### src/rtl/decode_execute_ctrl.sv
// Decode->Execute control register with condition check and NZCV flag register.
// Gated E-stage controls are qualified combinationally by the condition result.
module decode_execute_ctrl (
  input  logic       clk,
  input  logic       reset,
  input  logic       StallE,
  input  logic       FlushE,
  input  logic       RegWriteD,
  input  logic       MemToRegD,
  input  logic       MemWriteD,
  input  logic       BranchD,
  input  logic       PCSrcD,
  input  logic       PlusOneD,
  input  logic       ALUSrcD,
  input  logic [3:0] ALUControlD,
  input  logic [1:0] FlagWD,
  input  logic [3:0] CondD,
  input  logic [3:0] ALUFlagsE,
  output logic       ALUSrcE,
  output logic       MemToRegE,
  output logic       PlusOneE,
  output logic [3:0] ALUControlE,
  output logic       RegWriteGE,
  output logic       MemWriteGE,
  output logic       PCSrcGE,
  output logic       BranchTakenE,
  output logic       CondExE,
  output logic [3:0] FlagsE
);

  typedef struct packed {
    logic       reg_write;
    logic       mem_to_reg;
    logic       mem_write;
    logic       branch;
    logic       pc_src;
    logic       plus_one;
    logic       alu_src;
    logic [3:0] alu_control;
    logic [1:0] flag_w;
    logic [3:0] cond;
  } ctrl_t;

  ctrl_t      e_d, e_q;
  logic [3:0] flags_d, flags_q;
  logic       cond_ex_s;

  // ARM condition evaluation against {N,Z,C,V}; 4'b1111 doubles as the bubble code
  function automatic logic cond_check(input logic [3:0] cond, input logic [3:0] nzcv);
    logic n, z, c, v;
    n = nzcv[3];
    z = nzcv[2];
    c = nzcv[1];
    v = nzcv[0];
    case (cond)
      4'b0000: cond_check = z;
      4'b0001: cond_check = ~z;
      4'b0010: cond_check = c;
      4'b0011: cond_check = ~c;
      4'b0100: cond_check = n;
      4'b0101: cond_check = ~n;
      4'b0110: cond_check = v;
      4'b0111: cond_check = ~v;
      4'b1000: cond_check = c & ~z;
      4'b1001: cond_check = ~c | z;
      4'b1010: cond_check = (n == v);
      4'b1011: cond_check = (n != v);
      4'b1100: cond_check = ~z & (n == v);
      4'b1101: cond_check = z | (n != v);
      4'b1110: cond_check = 1'b1;
      default: cond_check = 1'b0;
    endcase
  endfunction

  assign cond_ex_s = cond_check(e_q.cond, flags_q);

  // E register next state: flush beats stall, stall beats load
  always_comb begin
    e_d = e_q;
    if (FlushE) begin
      e_d      = '0;
      e_d.cond = 4'b1111;
    end else if (StallE) begin
      e_d = e_q;
    end else begin
      e_d.reg_write   = RegWriteD;
      e_d.mem_to_reg  = MemToRegD;
      e_d.mem_write   = MemWriteD;
      e_d.branch      = BranchD;
      e_d.pc_src      = PCSrcD;
      e_d.plus_one    = PlusOneD;
      e_d.alu_src     = ALUSrcD;
      e_d.alu_control = ALUControlD;
      e_d.flag_w      = FlagWD;
      e_d.cond        = CondD;
    end
  end

  // Flags commit once, on the edge where a passing instruction leaves E
  always_comb begin
    flags_d = flags_q;
    if (cond_ex_s && !StallE) begin
      if (e_q.flag_w[1]) begin
        flags_d[3:2] = ALUFlagsE[3:2];
      end else begin
        flags_d[3:2] = flags_q[3:2];
      end
      if (e_q.flag_w[0]) begin
        flags_d[1:0] = ALUFlagsE[1:0];
      end else begin
        flags_d[1:0] = flags_q[1:0];
      end
    end else begin
      flags_d = flags_q;
    end
  end

  // State registers with synchronous reset
  always_ff @(posedge clk) begin
    if (reset) begin
      e_q      <= '0;
      e_q.cond <= 4'b1111;
      flags_q  <= 4'b0000;
    end else begin
      e_q     <= e_d;
      flags_q <= flags_d;
    end
  end

  assign ALUSrcE      = e_q.alu_src;
  assign MemToRegE    = e_q.mem_to_reg;
  assign PlusOneE     = e_q.plus_one;
  assign ALUControlE  = e_q.alu_control;
  assign CondExE      = cond_ex_s;
  assign RegWriteGE   = e_q.reg_write & cond_ex_s;
  assign MemWriteGE   = e_q.mem_write & cond_ex_s;
  assign PCSrcGE      = e_q.pc_src & cond_ex_s;
  assign BranchTakenE = e_q.branch & cond_ex_s;
  assign FlagsE       = flags_q;

endmodule
### config.mk
export PLATFORM = sky130hd
export DESIGN_NAME = decode_execute_ctrl
export DESIGN_NICKNAME = d
export VERILOG_FILES = /design/src/rtl/decode_execute_ctrl.sv
export SDC_FILE = /design/constraint.sdc
export NUM_CORES = 1
export LEC_CHECK = 0
export BUFFER_PORTS_ARGS = -buffer_cell sky130_fd_sc_hd__buf_4
export CAP_MARGIN = 20
export CORE_MARGIN = 4
export CORE_UTILIZATION = 30
export CTS_BUF_LIST = sky130_fd_sc_hd__clkbuf_4
export DETAILED_ROUTE_END_ITERATION = 10
export PLACE_DENSITY = 0.62
export SYNTH_ARGS = -nofsm -noshare
export SYNTH_HDL_FRONTEND = slang
export SYNTH_SLANG_ARGS = --single-unit
### constraint.sdc
create_clock -name clk -period 2.5 [get_ports clk]
set_input_delay 0.625 -clock clk [delete_from_list [all_inputs] [get_ports clk]]
set_output_delay 0.625 -clock clk [all_outputs]
set_load 0.05 [all_outputs]
==> run_results.csv, run 1 <==
group,metric,value,unit
clock_network,cts_max_level,1,
logic_synthesis,synthCells,114,
layout,nets,179,
layout,nFillCells,356,
critical_path,worstSetupPathType,"reg2out",
power_and_ir_drop,power_frac_comb,19.2,%
run,maxCapViolations,0,
sta,setup_tns,-613,ps
critical_path,r2r_start,"e_q[2]",
logic_synthesis,syn_area,1080,um2
routing,via_count,928,
sta,rsz0062_at_grt,"true",
worst_hold_path,hold_path.startpoint,"e_q[4]",
sta,setup_slack,-146,ps
logic_synthesis,ys_seq_elements,21,
global_route,grt_usage,11.3,%
sta,final_max_slew_viol_count,0,
global_route,grt_overflow,0,
critical_path,path_max_fanout,6,
global_route,grt_max_degree,20,
clock_network,clock-sinks,21,
logic_synthesis,synth_flop_cell,"dfxtp_1",
power_and_ir_drop,power_leakage,0.681,nW
sta,worst_pin_slew,439,ps
logic_synthesis,netlist_top_cells_count,"mux2i_1 (23), dfxtp_1 (21), nor2_1 (17), nand2b_1 (7), nand2_1 (6)",
place,place.gp.congestion,0.723,
place,dpl.hpwl,1860,um
sta,slew_headroom,70.7,%
critical_path,cpPeakStageDelay,420,ps
critical_path,crit_path_end_kind,"primary output",
layout,multi_input_area,624,um2
routing,routed_wl,2470,um
routing,drt_iter0_markers,13,
floorplan,io_pins,41,
global_route,antenna_found_initial,0,
critical_path,crit_slowest_cell,"a221oi_4",
routing,vias_per_cell,4.66,
power_and_ir_drop,p_seq_share,55.0,%
logic_synthesis,yosysTopAreaCell,"dfxtp_1",
clock_network,numCtsBuffers,3,
place,portBuffers,40,
clock_network,cts_tree,"yes",
power_and_ir_drop,p_sw,0.173,mW
critical_path,worstPathArrival,2020,ps
sta,period_needed,2650,ps
critical_path,reg2reg_depth,8,
sta,fmax,378,MHz
clock_network,clk-insertion-delay-late,310,ps
critical_path,cp-start-kind,"flop",
sta,skew,7.37,ps
power_and_ir_drop,p_clk_share,25.8,%
routing,avgRoutedWirePerCell,12.4,um
clock_network,cts_root_buf,"clkbuf_4",
routing,dr.pass1.iters,4,
power_and_ir_drop,peakVddDrop,0.328,mV
logic_synthesis,yosys_warnings,0,
layout,utilization,44.5,%
sta,fin_crit_sh,106,%
global_route,grt_pass1_wl,4050,um
layout,insertedDiodeCount,0,
layout,syn2layout_area_growth,41.1,%
routing,remaining_drc_errors,0,
logic_synthesis,async_reset_ff_share,0,%
sta,finalHoldViolations,0,
layout,seqCellArea,437,um2
logic_synthesis,avgSynthCellArea,9.46,um2
critical_path,worstPathCellList,"xnor2_4 > nand3_1 > mux2_4 > a221oi_4 > inv_1 > buf_6",
logic_synthesis,syn_nets,139,
power_and_ir_drop,cellInternalPower,0.463,mW
worst_hold_path,hold_path_class,"reg2reg",
floorplan,rows,21,
floorplan,die_w,68.0,um
floorplan,floorplan.initialDensity,31.6,%
sta,finalSetupViolations,5,
floorplan,die_area,4620,um2
status,run_status,"finished, violations left",
power_and_ir_drop,pwr_density_cell,418,nW/um2
global_route,grt_pass1_vias,958,
clock_network,clockBufferDepth,2,
clock_network,clk_pin_slew,120,ps
floorplan,core-area,3420,um2
clock_network,hold_buffers,0,
logic_synthesis,synth_edf_count,0,
logic_synthesis,ys_seq_area_share,39.0,%
logic_synthesis,synth.most_common_cell,"mux2i_1",
critical_path,required,1880,ps
power_and_ir_drop,power_switching_share,27.2,%
status,violations,"negative setup slack",
floorplan,die_y,68.0,um
layout,drive_gt1_share,43.8,%
logic_synthesis,ys_top_cells_by_area,"dfxtp_1 (39%), mux2i_1 (21%), nor2_1 (5.9%), nand2b_1 (4.1%), nor2b_1 (2.9%)",
worst_hold_path,hold_depth,2,
logic_synthesis,yosysTopAreaCellShare,39.0,%
logic_synthesis,synth_cell_types,29,
routing,postRouteAntennaNets,0,
critical_path,worstSetupStartpoint,"FlagsE[3]",
## through the flow
| step | cell area [um2] | worst slack (ps) | hold WS [ps] | cells | total power [mW] |
|---|---|---|---|---|---|
| 6_report | 1520 | -146 | 502 | 199 | 0.636 |
| 5_1_grt | 1520 | -253 | 532 | 199 | 0.666 |
| 4_1_cts | 1470 | -189 | 504 | 197 | 0.646 |
| 3_5_place_dp | 1400 | 57.2 | 478 | 190 | 0.479 |
| 3_3_place_gp | 1400 | 133 | 464 | 190 | 0.476 |
| 2_1_floorplan | 1090 | -2.67 | 453 | 114 | 0.435 |
## layout by cell type, fill, tap and decap left out, types with 2 or more instances in the layout
cell type  count
buf_4         40
mux2i_1       23
nor2_1        17
dfxtp_1       16
nand2b_1       7
nand2_1        6
buf_6          6
dfxtp_4        4
nor2b_2        4
clkbuf_4       3
o211ai_1       2
inv_1          2
nand3_1        2
o21ai_0        2
nor3b_2        2
## state kept, by name, summed over array words and instances, names as in the netlist
| register | count |
|---|---|
| PlusOneE | 1 |
| MemToRegE | 1 |
| ALUSrcE | 1 |
| FlagsE | 4 |
| e_q | 10 |
| ALUControlE | 4 |
## logic make-up (layout without fill, tap and decap cells)
group	count (synthesis)	after routing	synth area share (%)
and+or+nand+nor	45	45	22.4
muxes	24	24	22.7
DFF	21	21	39.0
buffers and inverters	13	52	6.38
AOI/OAI and AO/OA	10	10	8.01
xor gates and xnor gates	1	1	1.51
## worst max-delay path, delay by kind of cell (launching register included)
family,cells,cell delay [ps]
xor+xnor,1,190
mux,1,320
simple gates,1,110
flops,1,390
compound gates,1,420
buf+inv,2,280
## routing by layer
metal | wire, um | GRT usage, % | vias to the layer above
met3 | 202 | 5.09 | 2
met5 | 0 | 0 | -
met1 | 1080 | 14.1 | 436
li1 | - | - | 462
met2 | 1170 | 18.1 | 28
met4 | 8 | 1.74 | 0
## what timing repair did
item                       CTS  global route
setup endpoints to repair    5             5
pin swaps                    3             1
resized for setup            9             7
setup buffers                3             2
## power by group through the flow
stage          sequential [mW]  clock [mW]  combinational [mW]
2_1_floorplan            0.362           0              0.0730
3_3_place_gp             0.360           0               0.116
3_5_place_dp             0.360           0               0.118
4_1_cts                  0.352       0.173               0.121
5_1_grt                  0.352       0.182               0.133
6_report                 0.350       0.164               0.122
## final timing paths
kind                     to  slack (ps)
hold / removal       e_q[4]         500
setup reg to reg  FlagsE[3]         520
setup / recovery    CondExE        -150
hold reg to reg      e_q[4]         500
## area by class of cell
type / instances / share of cell area (%)
tap: 46 / 3.78
clock inverter: 1 / 0.329
timing repair buffer: 46 / 24.2
inverter: 2 / 0.493
multi-input combinational: 80 / 41.0
sequential: 21 / 28.7
clock buffer: 3 / 1.48
Power figures use the tool's default switching activity.
==> run 2: changes to the inputs <==
--- a/config.mk
+++ b/config.mk
@@ -11,7 +11,6 @@
 export CORE_UTILIZATION = 30
 export CTS_BUF_LIST = sky130_fd_sc_hd__clkbuf_4
 export DETAILED_ROUTE_END_ITERATION = 10
-export PLACE_DENSITY = 0.62
 export SYNTH_ARGS = -nofsm -noshare
 export SYNTH_HDL_FRONTEND = slang
 export SYNTH_SLANG_ARGS = --single-unit
==> run 2 against run 1 <==
Largest cell class unchanged. Combinational power rose by 9.8%. Critical path depth rose by 1. The run still ends with negative setup slack left. Sequential share of layout area decreased by 1.0 points. Critical path type unchanged. Clock skew is essentially flat. Sequential power hardly changed. Design area increased by 4.4%. Fmax up 1.5%. Utilization up 1.9 points. Global-route usage is 1.2 points higher. Die area unchanged.
==> run_results.csv, run 2 (synthesis results as in run 1) <==
group,metric,value,unit
status,run_status,"finished, violations left",
status,violations,"negative setup slack",
place,placed_area,1390,um2
floorplan,die_y,68.0,um
layout,seqCellArea,439,um2
global_route,antenna_found_initial,0,
sta,final_max_slew_viol_count,0,
floorplan,floorplan.initialDensity,31.6,%
layout,nets,183,
clock_network,cts_tree,"yes",
routing,via_count,954,
layout,nFillCells,341,
power_and_ir_drop,power_leakage,0.719,nW
sta,period_needed,2610,ps
clock_network,clockBufferDepth,2,
global_route,grt_max_degree,20,
layout,utilization,46.5,%
sta,slew_headroom,74.4,%
floorplan,rows,21,
clock_network,hold_buffers,0,
layout,largest_reg_flops,10,
clock_network,cts_max_level,1,
sta,fin_crit_sh,104,%
routing,remaining_drc_errors,0,
critical_path,cp-start-kind,"flop",
floorplan,io_pins,41,
sta,rsz0062_at_grt,"true",
place,place.gp.congestion,0.757,
critical_path,crit_path_end_kind,"primary output",
layout,layout_commonest_cell,"buf_4",
layout,drive_gt1_share,45.9,%
worst_hold_path,hold_path_class,"reg2reg",
critical_path,cpPeakStageDelay,400,ps
sta,setup_slack,-107,ps
sta,setup_tns,-522,ps
sta,worst_pin_slew,384,ps
clock_network,clock-sinks,21,
clock_network,clk-insertion-delay-late,300,ps
routing,drt_iter0_markers,12,
layout,syn2layout_area_growth,47.2,%
sta,finalHoldViolations,0,
clock_network,numCtsBuffers,3,
critical_path,required,1880,ps
routing,routed_wl,2680,um
critical_path,worstPathCellList,"xnor2_4 > nand3_2 > mux2_4 > a221oi_4 > buf_12 > inv_1 > buf_6",
floorplan,core-area,3420,um2
global_route,grt_overflow,0,
global_route,grt_pass1_vias,967,
sta,finalSetupViolations,5,
routing,avgRoutedWirePerCell,13.2,um
place,portBuffers,40,
critical_path,worstSetupPathType,"reg2out",
floorplan,die_area,4620,um2
global_route,grt_usage,12.4,%
critical_path,cp_top_family,"flip-flops",
place,dpl.cell_count,189,
layout,insertedDiodeCount,0,
critical_path,path_max_fanout,6,
critical_path,worstPathArrival,1980,ps
power_and_ir_drop,pwr_density_cell,414,nW/um2
floorplan,die_w,68.0,um
clock_network,clk_pin_slew,120,ps
layout,fin_area,1590,um2
layout,layout_common_cells,"buf_4 (43), mux2i_1 (23), nor2_1 (17), dfxtp_1 (16), nand2b_1 (7)",
clock_network,cts_root_buf,"clkbuf_4",
layout,multi_input_area,643,um2
global_route,grt_pass1_wl,4350,um
place,dpl.hpwl,1880,um
sta,skew,7.30,ps
sta,fmax,384,MHz
power_and_ir_drop,peakVddDrop,0.199,mV
critical_path,crit_slowest_cell,"dfxtp_4",
layout,largest-register,"e_q",
critical_path,path_buf_inv,3,
power_and_ir_drop,finalPower,0.658,mW
routing,dr.pass1.iters,4,
run,maxCapViolations,0,
routing,postRouteAntennaNets,0,
layout,instances_no_fill,203,
routing,vias_per_cell,4.70,
-- run 2: worst register-to-register path, stage by stage, from the launching register on --
cell	delay, ps
dfxtp_4	390
buf_4	160
nand3b_1	150
o21a_1	110
o211ai_1	290
a221oi_4	130
buf_4	160
buf_4	120
nor3b_2	240
mux2i_1	210
-- run 2: path summary, 6_finish.rpt --
check             from         to  slack (ps)  cells after the start
max          FlagsE[3]    CondExE        -110                      7
max reg2reg     e_q[2]  FlagsE[3]         470                      9
min             e_q[4]     e_q[4]         500                      2
min reg2reg     e_q[4]     e_q[4]         500                      2
-- run 2: repair_timing --
item                       in CTS  in global routing
cloned                          0                  0
resized for setup              20                  3
pin swaps                       3                  3
setup endpoints to repair       5                  5
setup buffers                   8                  2
-- run 2: area by class of cell --
cell class / instances / share of cell area [%]
multi-input combinational: 80 / 40.5
inverter: 2 / 0.473
clock buffer: 4 / 1.89
tap: 46 / 3.62
timing repair buffer: 50 / 25.8
sequential: 21 / 27.7
-- run 2: routing by layer --
metal	share of wire [%]	vias to the layer above	GRT usage (%)
met5	0	-	0
met4	0.34	0	3.72
met3	5.6	2	2.30
met2	52	27	23.0
met1	42	455	14.3
li1	-	470	-
-- run 2: stage by stage --
step / setup WS (ps) / hold WS [ps]
after global placement: 92.0 / 466
after CTS: -101 / 508
after floorplan: -2.67 / 453
after global routing: -233 / 528
final: -107 / 500
after detailed placement: -13.6 / 478
-- run 2: report_power, final --
group	leakage (nW)	switching, mW	total (mW)	internal (mW)
clock network	0.0184	0.102	0.175	0.0730
registers	0.172	0.00891	0.349	0.340
logic	0.528	0.0635	0.134	0.0706
==> run 3: changes to the inputs <==
--- a/config.mk
+++ b/config.mk
@@ -11,6 +11,7 @@
 export CORE_UTILIZATION = 30
 export CTS_BUF_LIST = sky130_fd_sc_hd__clkbuf_4
 export DETAILED_ROUTE_END_ITERATION = 10
+export MAX_ROUTING_LAYER = met4
 export SYNTH_ARGS = -nofsm -noshare
 export SYNTH_HDL_FRONTEND = slang
 export SYNTH_SLANG_ARGS = --single-unit
==> run 3 against run 2 <==
The flow still finishes with violations (negative setup slack). Clock power barely moved. Combinational power is essentially flat. Fmax decreased by 0.15%. Critical path depth unchanged. Sequential power about the same. Clock skew down 2.7 ps. Worst hold slack about the same. Sequential share of layout area did not move. Design area unchanged. Utilization stayed put. Largest cell class unchanged. Largest power group unchanged.
==> run_results.csv, run 3 (synthesis results as in run 1) <==
group,metric,value,unit
layout,largest_reg_flops,10,
critical_path,required,1880,ps
global_route,antenna_found_initial,0,
layout,utilization,46.5,%
clock_network,clk-insertion-delay-late,300,ps
global_route,grt_usage,12.8,%
routing,vias_per_cell,4.65,
floorplan,core-area,3420,um2
sta,skew,4.61,ps
clock_network,clk_pin_slew,120,ps
status,violations,"negative setup slack",
routing,dr.pass1.iters,4,
place,portBuffers,40,
floorplan,die_area,4620,um2
routing,via_count,944,
layout,fin_area,1590,um2
power_and_ir_drop,peakVddDrop,0.199,mV
place,place.gp.congestion,0.767,
routing,avgRoutedWirePerCell,13.1,um
critical_path,worstPathArrival,1990,ps
sta,rsz0062_at_grt,"true",
power_and_ir_drop,power_leakage,0.719,nW
critical_path,worstSetupStartpoint,"FlagsE[3]",
sta,slew_headroom,74.7,%
sta,fin_crit_sh,104,%
critical_path,worstSetupPathType,"reg2out",
clock_network,clock-sinks,21,
sta,final_max_slew_viol_count,0,
layout,drive_gt1_share,45.9,%
layout,syn2layout_area_growth,47.2,%
layout,layout_commonest_cell,"buf_4",
critical_path,reg2reg_depth,9,
clock_network,cts_max_level,1,
critical_path,r2r_start,"e_q[2]",
critical_path,r2r_end,"FlagsE[3]",
critical_path,cp-start-kind,"flop",
sta,fmax,383,MHz
sta,period_needed,2610,ps
sta,setup_slack,-111,ps
layout,largest-register,"e_q",
floorplan,die_w,68.0,um
layout,nets,183,
critical_path,reg2reg_slack,470,ps
floorplan,io_pins,41,
global_route,grt_pass1_wl,4350,um
status,run_status,"finished, violations left",
routing,drt_iter0_markers,13,
sta,worst_pin_slew,380,ps
clock_network,cts_tree,"yes",
layout,insertedDiodeCount,0,
power_and_ir_drop,pwr_density_cell,415,nW/um2
critical_path,crit_path_end_kind,"primary output",
floorplan,die_y,68.0,um
clock_network,cts_root_buf,"clkbuf_4",
floorplan,rows,21,
routing,remaining_drc_errors,0,
global_route,grt_overflow,0,
floorplan,floorplan.initialDensity,31.6,%
critical_path,path_max_fanout,6,
sta,whs,500,ps
place,dpl.hpwl,1880,um
clock_network,numCtsBuffers,3,
place,place_ws,-13.6,ps
sta,finalHoldViolations,0,
sta,finalSetupViolations,5,
layout,layout_common_cells,"buf_4 (43), mux2i_1 (23), nor2_1 (17), dfxtp_1 (16), nand2b_1 (7)",
critical_path,endpoint,"CondExE",
routing,postRouteAntennaNets,0,
routing,routed_wl,2660,um
run,maxCapViolations,0,
global_route,grt_pass1_vias,967,
place,placed_area,1390,um2
global_route,grt_max_degree,20,
worst_hold_path,hold_path_class,"reg2reg",
clock_network,clockBufferDepth,2,
place,dpl.cell_count,189,
layout,instances_no_fill,203,
run 3: cell counts in the layout (fill, tap and decap cells not counted):
Identical to the previous run, type by type.
run 3: power by group:
part           switching [mW]  internal [mW]  total [mW]
Sequential            0.00883          0.340       0.348
Combinational          0.0632         0.0706       0.134
Clock                   0.103         0.0730       0.176
run 3: worst max-delay path, stage by stage, from the launching register on:
cell and delay (ps):
dfxtp_4 400, xnor2_4 200, nand3_2 100, mux2_4 320, a221oi_4 310, buf_12 170
inv_1 50, buf_6 140
run 3: final cells by class:
class                      instances  area [um2]
clock buffer                       4        30.0
timing repair buffer              50         410
tap                               46        57.6
sequential                        21         439
fill                             341        1830
multi-input combinational         80         643
inverter                           2        7.51
run 3: routing by layer:
layer	vias up	track usage (%)	part of all wire (%)
met5	-	-	0
met3	2	1.64	4.7
met4	0	3.72	0.34
li1	468	-	-
met1	448	14.7	43
met2	26	23.0	51
run 3: how the worst min path moves through the flow:
| stage | startpoint | to | slack [ps] | cells after the start |
|---|---|---|---|---|
| floorplan | e_q[4] | e_q[4] | 450 | 2 |
| global placement | e_q[14] | e_q[14] | 470 | 2 |
| detailed placement | e_q[4] | e_q[4] | 480 | 2 |
| CTS | e_q[4] | e_q[4] | 510 | 2 |
| global route | CondD[3] | e_q[3] | 530 | 3 |
| finish | e_q[4] | e_q[4] | 500 | 2 |
run 3: stage by stage:
| step | TNS (ps) | power, mW |
|---|---|---|
| finish | -543 | 0.659 |
| global route | -1130 | 0.692 |
| CTS | -501 | 0.665 |
| detailed placement | -46.1 | 0.477 |
| global placement | 0 | 0.474 |
| floorplan | -10.7 | 0.435 |
run 3: repair_timing:
item | in CTS | in global routing
hold buffers | 0 | 0
pin swaps | 3 | 3
buffers inserted | 8 | 2
endpoints found under the setup margin | 5 | 5
gates resized for setup | 20 | 3
